`config.mk`:
```
export PLATFORM = sky130hd
export DESIGN_NAME = tdm_demux8
export DESIGN_NICKNAME = d
export VERILOG_FILES = /design/src/rtl/tdm_pkg.sv /design/src/rtl/tdm_demux8.sv
export SDC_FILE = /design/constraint.sdc
export NUM_CORES = 1
export LEC_CHECK = 0
export ABC_AREA = 1
export CORE_MARGIN = 2
export CORE_UTILIZATION = 28
export CTS_BUF_LIST = sky130_fd_sc_hd__clkbuf_2
export CTS_CLUSTER_SIZE = 8
export DETAILED_ROUTE_END_ITERATION = 8
export GPL_ROUTABILITY_DRIVEN = 0
export SLEW_MARGIN = 15
export SYNTH_ARGS = -nofsm -noshare
export SYNTH_HDL_FRONTEND = slang
export SYNTH_SLANG_ARGS = --single-unit
```
`constraint.sdc`:
```
create_clock -name clk -period 4.09 [get_ports clk]
set_clock_uncertainty 0.2 [all_clocks]
set_input_delay 0.409 -clock clk [delete_from_list [all_inputs] [get_ports clk]]
set_output_delay 0.409 -clock clk [all_outputs]
set_load 0.02 [all_outputs]
```
`src/rtl/tdm_pkg.sv`:
```
// Shared definitions for the TDM channel link (demux now, transmitter later).
package tdm_pkg;

  localparam int NUM_CH = 8;

  typedef logic [2:0] slot_t;

  localparam slot_t SLOT_LAST = 3'd7;

  typedef enum logic {
    HUNT   = 1'b0,
    LOCKED = 1'b1
  } state_t;

endpackage

```
`src/rtl/tdm_demux8.sv`:
```
// Receive side of the 8-slot TDM link: locks on the slot-0 sync strobe,
// rebuilds each frame bit by bit and publishes whole frames with a valid pulse.
module tdm_demux8
  import tdm_pkg::*;
(
  input  logic              clk,
  input  logic              rst,
  input  logic              en,
  input  logic              din,
  input  logic              sync,
  output logic [NUM_CH-1:0] out,
  output logic              valid,
  output slot_t             slot,
  output logic              locked,
  output logic              sync_err
);

  state_t              state_q, state_d;
  slot_t               slot_q, slot_d;
  logic [NUM_CH-2:0]   asm_q, asm_d;
  logic [NUM_CH-1:0]   out_q, out_d;
  logic                valid_q, valid_d;
  logic                sync_err_q, sync_err_d;

  always_comb begin
    state_d    = state_q;
    slot_d     = slot_q;
    asm_d      = asm_q;
    out_d      = out_q;
    valid_d    = 1'b0;
    sync_err_d = 1'b0;

    if (en) begin
      case (state_q)
        HUNT: begin
          if (sync) begin
            asm_d   = {{(NUM_CH-2){1'b0}}, din};
            slot_d  = 3'd1;
            state_d = LOCKED;
          end
        end

        LOCKED: begin
          if (slot_q == 3'd0) begin
            if (sync) begin
              asm_d  = {{(NUM_CH-2){1'b0}}, din};
              slot_d = 3'd1;
            end else begin
              sync_err_d = 1'b1;
              slot_d     = 3'd0;
              state_d    = HUNT;
            end
          end else if (sync) begin
            // Early sync: drop the partial frame and restart on this sample.
            sync_err_d = 1'b1;
            asm_d      = {{(NUM_CH-2){1'b0}}, din};
            slot_d     = 3'd1;
          end else if (slot_q == SLOT_LAST) begin
            out_d   = {din, asm_q};
            valid_d = 1'b1;
            slot_d  = 3'd0;
          end else begin
            asm_d[slot_q] = din;
            slot_d        = slot_q + 3'd1;
          end
        end

        default: begin
          state_d = HUNT;
          slot_d  = 3'd0;
        end
      endcase
    end
  end

  always_ff @(posedge clk or posedge rst) begin
    if (rst) begin
      state_q    <= HUNT;
      slot_q     <= 3'd0;
      asm_q      <= '0;
      out_q      <= '0;
      valid_q    <= 1'b0;
      sync_err_q <= 1'b0;
    end else begin
      state_q    <= state_d;
      slot_q     <= slot_d;
      asm_q      <= asm_d;
      out_q      <= out_d;
      valid_q    <= valid_d;
      sync_err_q <= sync_err_d;
    end
  end

  assign out      = out_q;
  assign valid    = valid_q;
  assign slot     = slot_q;
  assign locked   = (state_q == LOCKED);
  assign sync_err = sync_err_q;

endmodule

```
Word level (Yosys, flattened, before mapping)
Cells that the tools add are included.
- eq/ne operators: 3
- bitwise logic cells: 3
- shift-type cells: 0
- order comparisons: 2
- $mul: 0
- add/subtract/negate cells: 1
- divide/modulo/power cells: 0
- reduce and logical (&&, ||, !) cells: 5
- multiplexer cells: 26
- operators by type and width (operator ; number):
    7-bit two-way mux ; 4
    7-bit case mux with 2 select lines ; 1
    1-bit two-way mux ; 13
    3-bit two-way mux ; 4
    7-bit bitwise mux ; 1
    3-bit case mux with 2 select lines ; 1
    5-bit AND reduction ; 1
    3-bit by 4-bit less-than comparator with 1-bit output (second input constant) ; 1
    4-bit inequality test (second input constant) ; 1
    2-bit AND reduction ; 2
    3-bit by 1-bit adder with 3-bit output (second input constant) ; 1
    1-bit demux with 3-bit select ; 1
    3-bit equality test (second input constant) ; 1
    3-bit by 1-bit greater-or-equal comparator with 1-bit output (second input constant) ; 1
    3-bit zero test ; 1
    1-bit inverter ; 3
    2-bit inequality test (second input constant) ; 1
    1-bit case mux with 2 select lines ; 1
    1-bit logical AND ; 1
- input bits: 5
- output and inout port bits: 14
- ROM bits: 0
- memories kept: 0
- register bits: 21
- bits in latches: 0
- logic and storage cells: 46
- memory bits (writable): 0

Logic depth before layout (Yosys ltp)
- word-level depth: 9
- mapped depth: 11
- mapped depth without buffers: 11

Worst setup path before layout
Ideal clock, no wire load.
- kind: register -> register
- start point: register slot_q[0] (netlist: slot[0])
- end point: register out_q[2] (netlist: out[2])
- path slack: 2082 ps
- path buffers: 1
- period minus slack after synthesis: 2008 ps
- cell stages (with the launch flop): 9
- library setup time: 126 ps
- data arrival time: 1682 ps
- data required time: 3764 ps
- cell sequence: dfrtp_1 -> inv_1 -> ha_1 -> nand2_4 -> ha_1 -> nand2_2 -> nor3_4 -> buf_6 -> o21ai_0
- longest elaborated chain between the ends: 3
- elaborated cells on any way between the ends: 4
- classes of those cells: eq/ne: 1; bitwise: 1; reduce/logical: 2
- RTL lines (element ; RTL line ; source):
    start, declared ; tdm_demux8.sv:19 ; slot_t slot_q, slot_d;
    start signal, assigned ; tdm_demux8.sv:86 ; slot_q <= slot_d;
    3-bit zero test ; tdm_demux8.sv:44 ; if (slot_q == 3'd0) begin
    1-bit inverter (no line) ; -- ;
    5-bit AND reduction (no line) * ; -- ;
    end signal, assigned ; tdm_demux8.sv:88 ; out_q <= out_d;
    end, declared ; tdm_demux8.sv:21 ; logic [NUM_CH-1:0] out_q, out_d;
Every way passes the cells marked *; elsewhere a longest branch is shown, timed or not.
A chain may end at the register's enable or synchronous reset.

Final worst setup path
- start point: register slot_q[0] (netlist: slot[0])
- end point: register out_q[7] (netlist: out[7])
Same word-level chain as after synthesis.

==> results.yml <==
die:
  io-pin-count: 19
  die_width_um: 69.5
  placeableCoreArea_mm2: 0.00406
  die_area_mm2: 0.00483
  die-height_um: 69.5
  initial_standard_cell_utilization_of_the_core_pct: 29.6
  placementRows: 23
route:
  drt_wirelength_mm: 2.48
  avgRoutedWirePerCell_um: 11.1
  initialDrtViolationCount: 38
  avgViaCountPerCell: 4.44
  ant_nets: 0
  vias: 995
  drtPass1Iterations: 4
  drc: 0
clock_tree:
  clock_latency_ps: 340
  holdBufCountCts: 0
  cts-root-to-sink-buffers: 2
  post-cts-setup-buffer-count: 0
  cts_max_level: 1
  post_cts_resize_count: 0
  cts_tree: "yes"
  cts_inserted_buffers: 3
  path_clk_slew_ps: 220
  clkSinkCount: 21
  clock_tree.root_cell: "sky130_fd_sc_hd__clkbuf_2"
timing:
  fin_crit_sh_pct: 53.6
  finalSetupViolCount: 0
  slew_headroom_pct: 47.0
  final_hold_viol_count: 0
  timing.final.crit_period_ps: 2190
  max_clock_freq_mhz: 457
  rsz_0062_raised_after_global_routing: "false"
  slew_viol_final: 0
  worst-slew-pin-transition_ps: 795
  holdWs_ps: 275
  final_layout_setup_total_negative_slack_ps: 0
final_layout:
  layout.cells.most_common: "sky130_fd_sc_hd__nand2_1"
  n_fill_cell: 429
  antenna_cells_inserted: 0
  area_growth_syn_to_layout_pct: 19.9
  drive_gt1_share_pct: 7.47
  layout.core_utilization_pct: 35.5
  layout_common_cells: "sky130_fd_sc_hd__nand2_1 (40), sky130_fd_sc_hd__inv_1 (22), sky130_fd_sc_hd__dfrtp_1 (21)"
  final_nets: 187
power_and_ir_drop:
  seqPwrFrac_pct: 40.0
  ir_worst_vdd_mv: 0.224
  comb_power_share_pct: 47.8
  power_leakage_nw: 0.743
  p_sw_share_pct: 45.2
  power_report.internal_total_mw: 0.410
  power.density_cell_area_mw_per_mm2: 520
  clock_power_share_pct: 12.2
  power.total_mw: 0.749
  power.switching_mw: 0.339
synthesis:
  netlist_instances: 155
  postSynthRegisterBits: 21
  sequential_to_total_area_share_from_yosys_stat_pct: 43.7
  netlist-cell-type-count: 21
  post_synth.cell_area_avg_um2: 7.76
  synth_fp_nets: 167
  ys_warn_count: 0
  syn-cell-area_mm2: 0.00120
grt:
  antenna_found_initial: 0
  grt_util_all_layers_pct: 11.0
  grt_pass1_wl_mm: 4.36
  overflow: 0
  grt_start_max_net_pins: 22
  vias_in_the_first_global_route: 939
critical_path:
  cp.arrival_ps: 2270
  worstSetupEndpointType: "flip-flop"
  worstPathRequired_ps: 4170
  timing.critical_path.from_type: "flip-flop"
  criticalPathCategory: "reg -> reg"
  timing.critical_path.fanout_max: 16
outcome:
  outcome: "completed"
hold_path:
  path_class_of_the_lowest_slack_min_delay_path: "in -> async"
job:
  maxCapViolations: 0
placed_design:
  total_of_buffers_placed_on_input_and_output_ports: 18
  hpwl_mm: 1.81
-- worst max-delay path: stages (launching register included) --
cell and delay, ps:
sky130_fd_sc_hd__dfrtp_1 520, sky130_fd_sc_hd__inv_1 170, sky130_fd_sc_hd__ha_1 260, sky130_fd_sc_hd__nand2_4 110, sky130_fd_sc_hd__ha_1 160, sky130_fd_sc_hd__nand2_2 70, sky130_fd_sc_hd__nor3_4 440, sky130_fd_sc_hd__nor2_1 80
sky130_fd_sc_hd__a21oi_1 120
-- routing by layer --
layer  share of wire [%]  vias up  GRT usage, %
li1                    -      530             -
met1                  51      427          15.9
met2                  42       34          16.2
met3                 5.0        4          1.31
met4                 1.6        0          5.45
met5                   0        -             0
-- synth_stat cells --
library cell	n	share of area (%)
sky130_fd_sc_hd__a21oi_1	1	0.42
sky130_fd_sc_hd__a22o_1	1	0.73
sky130_fd_sc_hd__and2_1	1	0.52
sky130_fd_sc_hd__buf_4	1	0.62
sky130_fd_sc_hd__buf_6	1	0.94
sky130_fd_sc_hd__clkbuf_2	1	0.42
sky130_fd_sc_hd__dfrtp_1	21	44
sky130_fd_sc_hd__ha_1	7	7.3
sky130_fd_sc_hd__inv_1	22	6.9
sky130_fd_sc_hd__inv_2	2	0.62
sky130_fd_sc_hd__nand2_1	40	12
sky130_fd_sc_hd__nand2_2	2	1.0
sky130_fd_sc_hd__nand2_4	1	0.94
sky130_fd_sc_hd__nand3_1	16	6.7
sky130_fd_sc_hd__nand3_2	1	0.83
sky130_fd_sc_hd__nor2_1	13	4.1
sky130_fd_sc_hd__nor3_1	1	0.42
sky130_fd_sc_hd__nor3_4	1	1.4
sky130_fd_sc_hd__o21ai_0	19	7.9
sky130_fd_sc_hd__o21ai_2	2	1.5
sky130_fd_sc_hd__o221ai_1	1	0.73
-- final cells by class --
cell class | count | area [µm²] | area share [%]
multi-input cells | 107 | 563 | 39.1
flip-flops and latches | 21 | 526 | 36.5
clock buffers | 3 | 15.0 | 1.04
clock inverters | 1 | 5.00 | 0.347
repair buffers | 18 | 180 | 12.5
inverters | 24 | 90.1 | 6.25
well taps | 50 | 62.6 | 4.34
-- flip-flops by register name, indices dropped and copies added (netlist names) --
name,cells
asm_q,7
locked,1
out,8
slot,3
sync_err,1
valid,1
-- per-stage QoR --
step                std cells  setup slack (ps)  cell area (µm²)
CTS                       224              1900             1440
floorplan                 155              2080             1200
finish                    224              1900             1440
global placement          220              1700             1420
detailed placement        220              1620             1420
global route              224              1620             1440
-- power groups by stage --
stage | clock (mW) | sequential (mW) | combinational [mW]
3_5_place_dp | 0 | 0.304 | 0.358
5_1_grt | 0.104 | 0.308 | 0.404
4_1_cts | 0.0964 | 0.300 | 0.360
3_3_place_gp | 0 | 0.304 | 0.360
6_report | 0.0915 | 0.300 | 0.358
2_1_floorplan | 0 | 0.330 | 0.206
-- cells by family after synthesis --
kind of cell,after synthesis,synth area share (%)
simple gates,76,28.3
fa+ha+maj,7,7.28
buf+inv,27,9.47
compound gates,24,11.2
flops,21,43.7
-- final timing paths --
kind | start | to | slack (ps) | cells past startpoint
setup / recovery | slot[0] | out[7] | 1900 | 8
hold / removal | rst | out[2] | 280 | 2
setup reg to reg | slot[0] | out[7] | 1900 | 8
hold reg to reg | asm_q[2] | out[2] | 330 | 2
max in group asynchronous | rst | slot[2] | 2920 | 2
min in group clk | asm_q[2] | out[2] | 330 | 2
No activity file was read; power rests on OpenSTA's default activity.
